## config.mk

```make
export PLATFORM = sky130hd
export DESIGN_NAME = ysyx_2022040010_icache_refill
export DESIGN_NICKNAME = d
export VERILOG_FILES = /design/src/rtl/ysyx_2022040010_icache_refill_pkg.sv /design/src/rtl/ysyx_2022040010_icache_refill.sv
export SDC_FILE = /design/constraint.sdc
export NUM_CORES = 1
export LEC_CHECK = 0
export BUFFER_PORTS_ARGS = -buffer_cell sky130_fd_sc_hd__buf_2
export CAP_MARGIN = 20
export CORE_AREA = 2 2 152 154
export CTS_CLUSTER_SIZE = 10
export DETAILED_ROUTE_END_ITERATION = 16
export DIE_AREA = 0 0 154 156
export PLACE_DENSITY_LB_ADDON = 0.05
export SLEW_MARGIN = 20
export SYNTH_ARGS = -nofsm -noshare
export SYNTH_HDL_FRONTEND = slang
export SYNTH_SLANG_ARGS = --single-unit
```

## constraint.sdc

```tcl
create_clock -name clk -period 4.5 [get_ports clk]
set_clock_uncertainty 0.05 [all_clocks]
set_input_delay 0.9 -clock clk [delete_from_list [all_inputs] [get_ports clk]]
set_output_delay 0.9 -clock clk [all_outputs]
set_load 0.05 [all_outputs]
```

## src/rtl/ysyx_2022040010_icache_refill_pkg.sv

```systemverilog
`default_nettype none
// ============================================================================
// Module      : ysyx_2022040010_icache_refill_pkg
// Description : Shared constants for the icache refill engine: AXI burst,
//               size and response codes, cache geometry and the refill FSM
//               state encoding.
// Revision    : 1.0 - initial release
// ============================================================================
package ysyx_2022040010_icache_refill_pkg;

  // Cache geometry (128-bit lines, 64 sets per way)
  localparam int c_offset_width = 4;
  localparam int c_index_width  = 6;

  // AXI4 encodings
  localparam logic [1:0] c_burst_incr = 2'b01;
  localparam logic [1:0] c_resp_okay  = 2'b00;
  localparam logic [2:0] c_size_4b    = 3'd2;
  localparam logic [2:0] c_size_8b    = 3'd3;

  // Refill FSM encoding
  typedef enum logic [2:0] {
    S_IDLE   = 3'd0,
    S_AR     = 3'd1,
    S_R      = 3'd2,
    S_REFILL = 3'd3,
    S_DONE   = 3'd4
  } refill_state_e;

  // Any response other than OKAY marks the whole transaction as failed.
  function automatic logic resp_is_err(input logic [1:0] resp);
    return resp != c_resp_okay;
  endfunction

endpackage
`default_nettype wire

```

## src/rtl/ysyx_2022040010_icache_refill.sv

```systemverilog
`default_nettype none
// ============================================================================
// Module      : ysyx_2022040010_icache_refill
// Description : Instruction-cache refill engine. On a miss it issues an AXI4
//               INCR read burst, assembles the beats into one cache line and
//               strobes the line into the data/tag arrays. Uncacheable
//               fetches run as a single 32-bit read whose instruction is
//               returned directly.
// Revision    : 1.0 - initial release
//
// Ports
//   clk, rst                 clock, asynchronous active-low reset
//   miss_req/addr/cache      miss request (level, held until miss_done)
//   lru_in                   victim way from the tag array
//   refresh                  one-cycle array write strobe
//   cacheline_new            assembled line
//   refill_way/refill_index  latched victim way and set index
//   uncached_inst            instruction from an uncached fetch
//   miss_done, bus_err       completion pulse and its failure qualifier
//   ar*, r*                  AXI4 read address / read data channels
// ============================================================================
module ysyx_2022040010_icache_refill
  import ysyx_2022040010_icache_refill_pkg::*;
#(
  parameter int         ADDR_W     = 64,
  parameter int         AXI_DATA_W = 64,
  parameter int         LINE_W     = 128,
  parameter logic [3:0] AXI_ID     = 4'd0
) (
  input  logic                      clk,
  input  logic                      rst,
  input  logic                      miss_req,
  input  logic [ADDR_W-1:0]         miss_addr,
  input  logic                      cache,
  input  logic                      lru_in,
  output logic                      refresh,
  output logic [LINE_W-1:0]         cacheline_new,
  output logic                      refill_way,
  output logic [c_index_width-1:0]  refill_index,
  output logic [31:0]               uncached_inst,
  output logic                      miss_done,
  output logic                      bus_err,
  output logic                      arvalid,
  input  logic                      arready,
  output logic [ADDR_W-1:0]         araddr,
  output logic [7:0]                arlen,
  output logic [2:0]                arsize,
  output logic [1:0]                arburst,
  output logic [3:0]                arid,
  input  logic                      rvalid,
  output logic                      rready,
  input  logic [AXI_DATA_W-1:0]     rdata,
  input  logic [1:0]                rresp,
  input  logic                      rlast,
  input  logic [3:0]                rid
);

  localparam int         c_beats      = LINE_W / AXI_DATA_W;
  localparam int         c_beat_w     = (c_beats > 1) ? $clog2(c_beats) : 1;
  localparam logic [7:0] c_arlen_line = 8'(c_beats - 1);

  refill_state_e r_state;
  refill_state_e w_next;

  logic [c_beat_w-1:0]      r_beat;
  logic                     r_err;
  logic                     r_cache;
  logic                     r_addr2;
  logic [LINE_W-1:0]        r_line;
  logic [31:0]              r_inst;
  logic                     r_way;
  logic [c_index_width-1:0] r_index;
  logic [ADDR_W-1:0]        r_araddr;
  logic [7:0]               r_arlen;
  logic [2:0]               r_arsize;
  logic [1:0]               r_arburst;
  logic                     r_arvalid;
  logic                     r_rready;
  logic                     r_refresh;
  logic                     r_miss_done;
  logic                     r_bus_err;

  logic w_beat_acc;
  logic w_beat_err;
  logic w_err_next;
  logic w_unused;

  // rready is high for exactly the cycles spent in R, so a beat is accepted
  // whenever R sees rvalid.
  assign w_beat_acc = (r_state == S_R) && rvalid;

  // A beat is bad on a non-OKAY response, or when rlast arrives on a beat
  // whose index does not match the requested burst length.
  assign w_beat_err = resp_is_err(rresp) ||
                      (rlast && ({{(8 - c_beat_w){1'b0}}, r_beat} != r_arlen));

  assign w_err_next = r_err | (w_beat_acc & w_beat_err);

  // Address bits below the 32-bit word and the returned ID carry no meaning.
  assign w_unused = ^{miss_addr[1:0], rid};

  // --------------------------------------------------------------------------
  // FSM state register
  // --------------------------------------------------------------------------
  always_ff @(posedge clk or negedge rst) begin
    if (!rst) begin
      r_state <= S_IDLE;
    end else begin
      r_state <= w_next;
    end
  end

  // --------------------------------------------------------------------------
  // FSM next-state logic
  // --------------------------------------------------------------------------
  always_comb begin
    w_next = r_state;
    case (r_state)
      S_IDLE: begin
        if (miss_req) begin
          w_next = S_AR;
        end
      end
      S_AR: begin
        if (arready) begin
          w_next = S_R;
        end
      end
      S_R: begin
        if (w_beat_acc && rlast) begin
          // Only a clean cached burst may touch the arrays.
          w_next = (r_cache && !w_err_next) ? S_REFILL : S_DONE;
        end
      end
      S_REFILL: w_next = S_DONE;
      S_DONE:   w_next = S_IDLE;
      default:  w_next = S_IDLE;
    endcase
  end

  // --------------------------------------------------------------------------
  // Datapath and registered outputs. Handshake/strobe outputs are decoded
  // from the next state so they are flops aligned with the state they belong
  // to.
  // --------------------------------------------------------------------------
  always_ff @(posedge clk or negedge rst) begin
    if (!rst) begin
      r_beat      <= '0;
      r_err       <= 1'b0;
      r_cache     <= 1'b0;
      r_addr2     <= 1'b0;
      r_line      <= '0;
      r_inst      <= '0;
      r_way       <= 1'b0;
      r_index     <= '0;
      r_araddr    <= '0;
      r_arlen     <= '0;
      r_arsize    <= '0;
      r_arburst   <= '0;
      r_arvalid   <= 1'b0;
      r_rready    <= 1'b0;
      r_refresh   <= 1'b0;
      r_miss_done <= 1'b0;
      r_bus_err   <= 1'b0;
    end else begin
      r_arvalid   <= (w_next == S_AR);
      r_rready    <= (w_next == S_R);
      r_refresh   <= (w_next == S_REFILL);
      r_miss_done <= (w_next == S_DONE);
      r_bus_err   <= (w_next == S_DONE) && w_err_next;

      case (r_state)
        S_IDLE: begin
          if (miss_req) begin
            r_cache   <= cache;
            r_addr2   <= miss_addr[2];
            r_way     <= lru_in;
            r_index   <= miss_addr[c_offset_width +: c_index_width];
            r_beat    <= '0;
            r_err     <= 1'b0;
            r_arburst <= c_burst_incr;
            if (cache) begin
              r_araddr <= {miss_addr[ADDR_W-1:c_offset_width], {c_offset_width{1'b0}}};
              r_arlen  <= c_arlen_line;
              r_arsize <= c_size_8b;
            end else begin
              r_araddr <= {miss_addr[ADDR_W-1:2], 2'b00};
              r_arlen  <= 8'd0;
              r_arsize <= c_size_4b;
            end
          end
        end
        S_R: begin
          if (w_beat_acc) begin
            r_line[AXI_DATA_W*int'(r_beat) +: AXI_DATA_W] <= rdata;
            if (!r_cache) begin
              r_inst <= r_addr2 ? rdata[63:32] : rdata[31:0];
            end
            r_beat <= r_beat + 1'b1;
            r_err  <= w_err_next;
          end
        end
        S_DONE: begin
          r_err <= 1'b0;
        end
        default: ;
      endcase
    end
  end

  assign refresh       = r_refresh;
  assign cacheline_new = r_line;
  assign refill_way    = r_way;
  assign refill_index  = r_index;
  assign uncached_inst = r_inst;
  assign miss_done     = r_miss_done;
  assign bus_err       = r_bus_err;
  assign arvalid       = r_arvalid;
  assign araddr        = r_araddr;
  assign arlen         = r_arlen;
  assign arsize        = r_arsize;
  assign arburst       = r_arburst;
  assign arid          = AXI_ID;
  assign rready        = r_rready;

endmodule
`default_nettype wire

```

==> impl_metrics.tcl, run 1 <==
set metrics [dict create \
    worst_path_max_delay_cell "or3_2" \
    maxCapViolCount 0 \
    coreArea_um2 22370 \
    relSlewSlack_pct 37.35 \
    antenna_found_initial 0 \
    cp.arrival_ns 2.63 \
    synth-seq-cells 236 \
    area_growth_pct 28.67 \
    grt_max_degree 126 \
    crit_buf_inv 1 \
    startpoint_type "register" \
    yosys.area.top_type "dfrtp_1" \
    worstPathCellList "nand3b_4, or3_2, buf_4, nand2_1, o21ai_0" \
    cts_resized 0 \
    die_w_um 154 \
    drv_slew 0 \
    drt_wl_total_um 23470 \
    worst_skew_pair.late_latency_ns 0.52 \
    grt_pass1_wl_um 36410 \
    period_minus_slack_ns 2.300 \
    synthCells 626 \
    grt_overflow 0 \
    cts.sink_count 236 \
    num_rows 55 \
    dr.pass1.iters 4 \
    ctsRootBufferMaster "clkbuf_16" \
    cts_tree "yes" \
    grt_pass1_vias 6281 \
    synth_area_per_cell_um2 14.96 \
    die_h_um 156 \
    path_class "reg -> reg" \
    postCtsHoldBufs 0 \
    ios 395 \
    yosys.cell_types.count 37 \
    drt_iter0_drc 250 \
    wire_per_inst_um 18.35 \
    diodes 0 \
    min_period_over_period_pct 51.11 \
    critical-path-top-delay-family "simple AND/OR/NAND/NOR gates" \
    finalHoldViolCount 0 \
    via_count 6202 \
    cts_setup_buffers 0 \
    numPortBuffers 373 \
    die_area_um2 24020 \
    grtUsageTotal_pct 19.28 \
    gp_congestion 0.7608 \
    yosysSeqAreaShare_pct 63.06 \
    synthesis.area_um2 9365 \
    setup-tns-final_ns 0 \
    hpwlAfterDp_um 16480 \
    rsz0062_at_grt "no" \
    run_status "finished, final reports clean" \
    crit_required_ns 4.83 \
    worst_pin_slew_ns 0.9397 \
    final_cell_mix "372 x buf_2, 235 x dfrtp_1, 187 x mux2_2" \
    synth_area_leaders "dfrtp_1 63%, mux2_2 22%, mux2i_1 3.6%, buf_4 2.3%, o21ai_0 1.9%" \
    drive_above_1_share_pct 60.76 \
    vias_per_cell 4.849 \
    max_stage_delay_ns 0.73 \
    nets 1135 \
    cts.clk_slew.worst_paths_ns 0.06 \
    setup_violations 0 \
    drc_errors 0 \
    fmax_mhz 434.8 \
    cts_buffer_depth 3 \
    setup.worst_path.end_class "register" \
    yosysWarnings 0 \
    layout_commonest_cell "buf_2" \
    synth_top_cell_area_share_pct 63.06 \
    htree_levels 1 \
    hold_class "in -> async" \
    antenna_left 0 \
    critPathMaxFanout 34 \
    whs_ns 0.4172 \
    start_util_pct 41.87 \
    cts_buffers 27 \
]
[cell usage after synthesis]
cell type / instances
nand3b_1: 4
inv_1: 3
nor4b_1: 2
buf_2: 20
o32ai_1: 1
o21ai_1: 1
xor2_1: 1
nand4_1: 1
dfrtp_1: 236
buf_6: 4
buf_4: 29
mux2_1: 4
clkbuf_1: 3
nor3b_1: 2
nor2_1: 3
nor3_1: 1
nor3_4: 1
conb_1: 1
a211o_1: 1
nor4b_4: 1
nand2b_1: 1
nand2_1: 35
or2_2: 1
a21o_1: 1
mux2_2: 187
a31oi_1: 1
nand3b_4: 1
or3_1: 1
o21ai_0: 35
nand4b_1: 1
and4_1: 1
buf_1: 1
a21oi_1: 3
clkbuf_2: 2
a311oi_1: 1
a22o_1: 1
mux2i_1: 34
[final timing paths]
path,start,to,slack (ns),cells after the start
worst max-delay path,r_state[1],uncached_inst[4],2.20,5
worst min-delay path,rst,cacheline_new[113],0.42,1
worst max register to register,r_state[1],uncached_inst[4],2.20,5
worst min register to register,uncached_inst[14],uncached_inst[14],0.42,2
max in group asynchronous,rst,uncached_inst[1],3.06,2
min in group clk,uncached_inst[14],uncached_inst[14],0.42,2
[metrics by stage]
| step | setup WS (ns) | instances | instance area, µm² | util, % |
|---|---|---|---|---|
| final | 2.200 | 1279 | 12050 | 53.88 |
| after global routing | 2.036 | 1279 | 12050 | 53.88 |
| after CTS | 2.177 | 1279 | 12050 | 53.88 |
| after detailed placement | 1.824 | 1249 | 11350 | 50.76 |
| after global placement | 1.848 | 1249 | 11350 | 50.76 |
| after floorplan | 2.419 | 640 | 9418 | - |
[registers in the layout, summed over array words and instances, names as in the netlist]
signal / flops
uncached_inst: 32
refill_index: 5
bus_err: 1
rready: 1
cacheline_new: 128
r_addr2: 1
araddr: 57
miss_done: 1
refresh: 1
refill_way: 1
r_beat: 1
arsize: 1
r_err: 1
r_state: 3
arvalid: 1
arburst: 1
[metal layers]
layer / share of wire, % / track usage (%) / vias to the layer above
met5: 0 / 0 / -
li1: - / - / 2887
met3: 8.9 / 5.944 / 33
met4: 1.9 / 4.940 / 0
met1: 40 / 23.69 / 3033
met2: 50 / 33.25 / 249
[cells by family after synthesis]
logic type      synth area share (%)
simple gates                   3.340
mux                            26.60
flops                          63.06
other cells                  0.04004
buf+inv                        4.262
xor+xnor                     0.09354
compound gates                 2.605
[worst reg2reg max path: cells and delay by family, from the launching register on]
| family | cells | cell delay [ns] |
|---|---|---|
| compound gates | 1 | 0.08 |
| flops | 1 | 0.65 |
| simple gates | 3 | 1.02 |
| buf+inv | 1 | 0.35 |
[cell type report]
cell class / count / area [µm²]
clock buffer: 30 / 696.9
fill: 1972 / 10310
inverter: 3 / 11.26
multi-input combinational: 342 / 3114
sequential: 236 / 5907
tap: 285 / 356.6
timing repair buffer: 383 / 1964
Power of run 1 is not shown: default switching activity piles up to over one toggle a cycle in this logic, so the estimate is an artifact.
==> run 2, diff against run 1 <==
--- a/config.mk
+++ b/config.mk
@@ -5,12 +5,13 @@
 export SDC_FILE = /design/constraint.sdc
 export NUM_CORES = 1
 export LEC_CHECK = 0
+export ABC_AREA = 1
 export BUFFER_PORTS_ARGS = -buffer_cell sky130_fd_sc_hd__buf_2
 export CAP_MARGIN = 20
-export CORE_AREA = 2 2 152 154
+export CORE_AREA = 2 2 155 157
 export CTS_CLUSTER_SIZE = 10
 export DETAILED_ROUTE_END_ITERATION = 16
-export DIE_AREA = 0 0 154 156
+export DIE_AREA = 0 0 157 159
 export PLACE_DENSITY_LB_ADDON = 0.05
 export SLEW_MARGIN = 20
 export SYNTH_ARGS = -nofsm -noshare
==> constraint.sdc (replaced) <==
create_clock -name clk -period 2 [get_ports clk]
set_clock_uncertainty 0.05 [all_clocks]
set_input_delay 0.4 -clock clk [delete_from_list [all_inputs] [get_ports clk]]
set_output_delay 0.4 -clock clk [all_outputs]
set_load 0.05 [all_outputs]
==> impl_metrics.tcl, run 2 <==
set metrics [dict create \
    die_h_um 159 \
    wl_met3_um 2325 \
    drt_iter0_drc 461 \
    die_area_um2 24960 \
    gp_congestion 0.7797 \
    yosysMostFrequentCell "nand2_1" \
    yosysSeqAreaShare_pct 63.20 \
    run_status "finished, final reports clean" \
    synthArstFlopShare_pct 100.0 \
    grt_pass1_wl_um 42270 \
    dr.pass1.iters 4 \
    cts.clk_slew.worst_paths_ns 0.06 \
    antenna_left 0 \
    m1WireLength_um 11140 \
    setup-tns-final_ns 0 \
    layout_setup_ws_ns 0.1194 \
    layout_commonest_cell "nand2_1" \
    ctsRootBufferMaster "clkbuf_16" \
    grtUsageTotal_pct 21.13 \
    grt_max_degree 67 \
    grt_overflow 0 \
    coreArea_um2 23190 \
    maxCapViolCount 0 \
    synth_top_cell_area_share_pct 63.20 \
    grt_pass1_vias 7925 \
    yosysWarnings 0 \
    startpoint_type "register" \
    worst_path_max_delay_cell "dfrtp_1" \
    worstPathCellList "buf_2" \
    highest_layer "met5" \
    setup.worst_path.end_class "primary output" \
    cts_buffer_depth 3 \
    fill_cells 2183 \
    start_util_pct 40.29 \
    critical-path-top-delay-family "flip-flops" \
    final_cell_mix "393 x nand2_1, 372 x buf_2, 235 x dfrtp_1" \
    synth_area_leaders "dfrtp_1 63%, nand2_1 16%, o21ai_0 5.0%, o21ai_1 3.7%, inv_1 2.9%" \
    drive_above_1_share_pct 30.74 \
    drv_slew 0 \
    rrSetupSlack_ns 0.21 \
    path_class "reg -> out" \
    synth-seq-cells 236 \
    finalHoldViolCount 0 \
    worst_pin_slew_ns 0.5019 \
    yosys.area.top_type "dfrtp_1" \
    numPortBuffers 373 \
    wire_per_inst_um 15.14 \
    drc_errors 0 \
    synth_common_cells "394 x nand2_1, 236 x dfrtp_1, 93 x o21ai_0, 72 x inv_1, 69 x o21ai_1" \
    wl_met2_um 12440 \
    synth_edf_count 0 \
    nets 1551 \
    vias_per_cell 4.486 \
    dp_slack_ns 0.1944 \
    die_w_um 157 \
    cp.arrival_ns 1.43 \
    cts.sink_count 236 \
    max_stage_delay_ns 0.56 \
    worst_skew_pair.late_latency_ns 0.53 \
    synthesis.area_um2 9344 \
    relSlewSlack_pct 66.54 \
    synthCells 1003 \
    htree_levels 1 \
    num_rows 56 \
    synth_area_per_cell_um2 9.316 \
    largest_reg_flops 128 \
    setup_violations 0 \
    area_growth_pct 36.97 \
    via_count 7787 \
    crit_buf_inv 1 \
    cts_tree "yes" \
    drt_wl_total_um 26280 \
    min_period_over_period_pct 94.03 \
    ios 395 \
    crit_required_ns 1.55 \
    hpwlAfterDp_um 18590 \
    hold_class "in -> reg" \
    ys.flop_type "dfrtp_1" \
    rsz0062_at_grt "no" \
    cts_buffers 28 \
    cts_setup_buffers 0 \
    period_minus_slack_ns 1.881 \
    critPathMaxFanout 7 \
    fmax_mhz 531.7 \
    antenna_found_initial 3 \
    yosys.cell_types.count 25 \
    cts_resized 0 \
]
==> run 2: final cells by class <==
cell class              instances  area, µm²  share of cell area, %
diodes                          2      5.005                0.03910
clock buffers                  35      758.2                  5.924
clock inverters                 1      8.758                0.06843
inverters                      75      281.5                  2.200
multi-input cells             628       2756                  21.54
flip-flops and latches        236       5907                  46.15
well taps                     319      399.1                  3.119
repair buffers                440       2683                  20.96
==> run 2: worst paths after layout <==
path | cells past startpoint | startpoint | end
hold / removal | 3 | miss_addr[18] | araddr[18]
setup reg to reg | 8 | r_state[0] | uncached_inst[22]
min in group asynchronous | 2 | rst | cacheline_new[71]
setup / recovery | 1 | arsize[0] | arsize[0]
hold reg to reg | 2 | araddr[17] | araddr[17]
max in group asynchronous | 3 | rst | araddr[24]
==> run 2: per-stage QoR <==
step	hold slack (ns)	area (µm²)	utilization, %	std cells
floorplan	0.05441	9397	-	1017
global placement	0.3229	11570	49.87	1652
detailed placement	0.3214	11570	49.87	1652
CTS	0.0001595	12790	55.16	1734
global route	0.01832	12790	55.16	1734
finish	0.02019	12800	55.18	1736
==> run 2: routing by layer <==
layer | up-vias | track usage, %
met3 | 32 | 6.124
met4 | 4 | 4.379
met5 | - | 0
met2 | 261 | 35.49
met1 | 3580 | 27.22
li1 | 3910 | -
==> run 2: worst reg2reg max path: cells and delay by family (launching register included) <==
family,cells,cell delay [ns]
AO/OA/AOI/OAI,1,0.10
buffers and inverters,3,0.43
flip-flops,1,0.42
AND/OR/NAND/NOR,4,0.68
==> run 2: logic make-up after synthesis <==
family | after synthesis | share of synthesized area, %
other | 1 | 0.04013
AO/OA/AOI/OAI | 202 | 11.77
flip-flops | 236 | 63.20
AND/OR/NAND/NOR | 411 | 16.94
buffers and inverters | 153 | 8.048
==> run 2: timing repair <==
item	CTS	global route
endpoints found under the setup margin	0	0
hold endpoints to repair	93	0
hold buffers	46	0
Power of run 2 is left out for the same reason.
==> run 3, diff against run 2 <==
--- a/config.mk
+++ b/config.mk
@@ -12,6 +12,7 @@
 export CTS_CLUSTER_SIZE = 10
 export DETAILED_ROUTE_END_ITERATION = 16
 export DIE_AREA = 0 0 157 159
+export HOLD_SLACK_MARGIN = 0.06
 export PLACE_DENSITY_LB_ADDON = 0.05
 export SLEW_MARGIN = 20
 export SYNTH_ARGS = -nofsm -noshare
==> impl_metrics.tcl, run 3 (synthesis gave the netlist of run 2 again) <==
set metrics [dict create \
    startpoint_type "register" \
    reg2regPathDepth 8 \
    critPathMaxFanout 7 \
    gp_congestion 0.7797 \
    run_status "finished, final reports clean" \
    cts_setup_buffers 0 \
    drt_wl_total_um 26580 \
    vias_per_cell 4.483 \
    r2r_end "uncached_inst[22]" \
    period_minus_slack_ns 1.891 \
    worst_path_max_delay_cell "dfrtp_1" \
    multi_input_area_um2 2756 \
    max_stage_delay_ns 0.57 \
    die_area_um2 24960 \
    cp.depth 1 \
    wire_per_inst_um 15.14 \
    grt_max_degree 67 \
    htree_levels 1 \
    drv_slew 0 \
    via_count 7872 \
    worstPathCellList "buf_2" \
    fill_cells 2157 \
    num_rows 56 \
    path_class "reg -> out" \
    cts.clk_slew.worst_paths_ns 0.06 \
    area_growth_pct 39.11 \
    postCtsHoldBufs 66 \
    cts_resized 0 \
    relSlewSlack_pct 66.49 \
    grtUsageTotal_pct 21.38 \
    cp.arrival_ns 1.44 \
    hold_class "in -> reg" \
    cts_buffers 28 \
    worst_skew_pair.late_latency_ns 0.53 \
    cts_tree "yes" \
    grt_overflow 0 \
    rrSetupSlack_ns 0.20 \
    ios 395 \
    die_h_um 159 \
    ctsRootBufferMaster "clkbuf_16" \
    worst_pin_slew_ns 0.5026 \
    setup_violations 0 \
    die_w_um 157 \
    setup-tns-final_ns 0 \
    grt_pass1_wl_um 42750 \
    layout_commonest_cell "nand2_1" \
    crit_required_ns 1.55 \
    drt_iter0_drc 442 \
    finalHoldViolCount 0 \
    cts_buffer_depth 3 \
    final_cell_mix "393 x nand2_1, 372 x buf_2, 235 x dfrtp_1" \
    antenna_left 0 \
    numPortBuffers 373 \
    rsz0062_at_grt "no" \
    maxCapViolCount 0 \
    crit_buf_inv 1 \
    r2r_start "r_state[0]" \
    min_period_over_period_pct 94.53 \
    startpoint "arsize[0]" \
    dr.pass1.iters 4 \
    endpoint "arlen[0]" \
    cts.sink_count 236 \
    antenna_found_initial 3 \
    largest_reg_flops 128 \
    coreArea_um2 23190 \
    drive_above_1_share_pct 30.31 \
    fmax_mhz 528.9 \
    hpwlAfterDp_um 18590 \
    regArea_um2 5907 \
    start_util_pct 40.29 \
    critical-path-top-delay-family "flip-flops" \
    setup.worst_path.end_class "primary output" \
    drc_errors 0 \
    grt_pass1_vias 7987 \
    nets 1571 \
]
run 3: routing by layer:
| layer | vias up | GRT usage, % | routed length [µm] |
|---|---|---|---|
| met3 | 32 | 5.934 | 2325 |
| met4 | 4 | 4.379 | 354 |
| met2 | 257 | 36.24 | 12680 |
| li1 | 3951 | - | - |
| met1 | 3628 | 27.43 | 11200 |
| met5 | - | 0 | 24 |
run 3: cell type report:
cell class,instances,share of cell area (%)
clock inverter,1,0.06738
sequential,236,45.44
tap,319,3.071
multi-input combinational,628,21.21
antenna,2,0.03850
inverter,75,2.166
clock buffer,35,5.833
timing repair buffer,460,22.18
run 3: metrics by stage:
step	std cells	instance area, µm²	hold slack, ns	util (%)	setup WS, ns
6_report	1756	13000	0.08243	56.05	0.1094
5_1_grt	1754	12990	0.09017	56.03	0.06536
4_1_cts	1754	12990	0.06310	56.03	0.08791
3_5_place_dp	1652	11570	0.3214	49.87	0.1944
3_3_place_gp	1652	11570	0.3229	49.87	0.2309
2_1_floorplan	1017	9397	0.05441	-	0.6022
run 3: worst min-delay path by stage:
stage / end / depth (start not counted) / from / slack, ns
finish: cacheline_new[69] / 3 / rdata[5] / 0.08
detailed placement: cacheline_new[103] / 1 / rst / 0.32
global placement: cacheline_new[103] / 1 / rst / 0.32
CTS: cacheline_new[85] / 3 / rdata[21] / 0.06
global route: cacheline_new[95] / 3 / rdata[31] / 0.09
floorplan: araddr[10] / 0 / rst / 0.05
Power of run 3 is left out for the same reason.
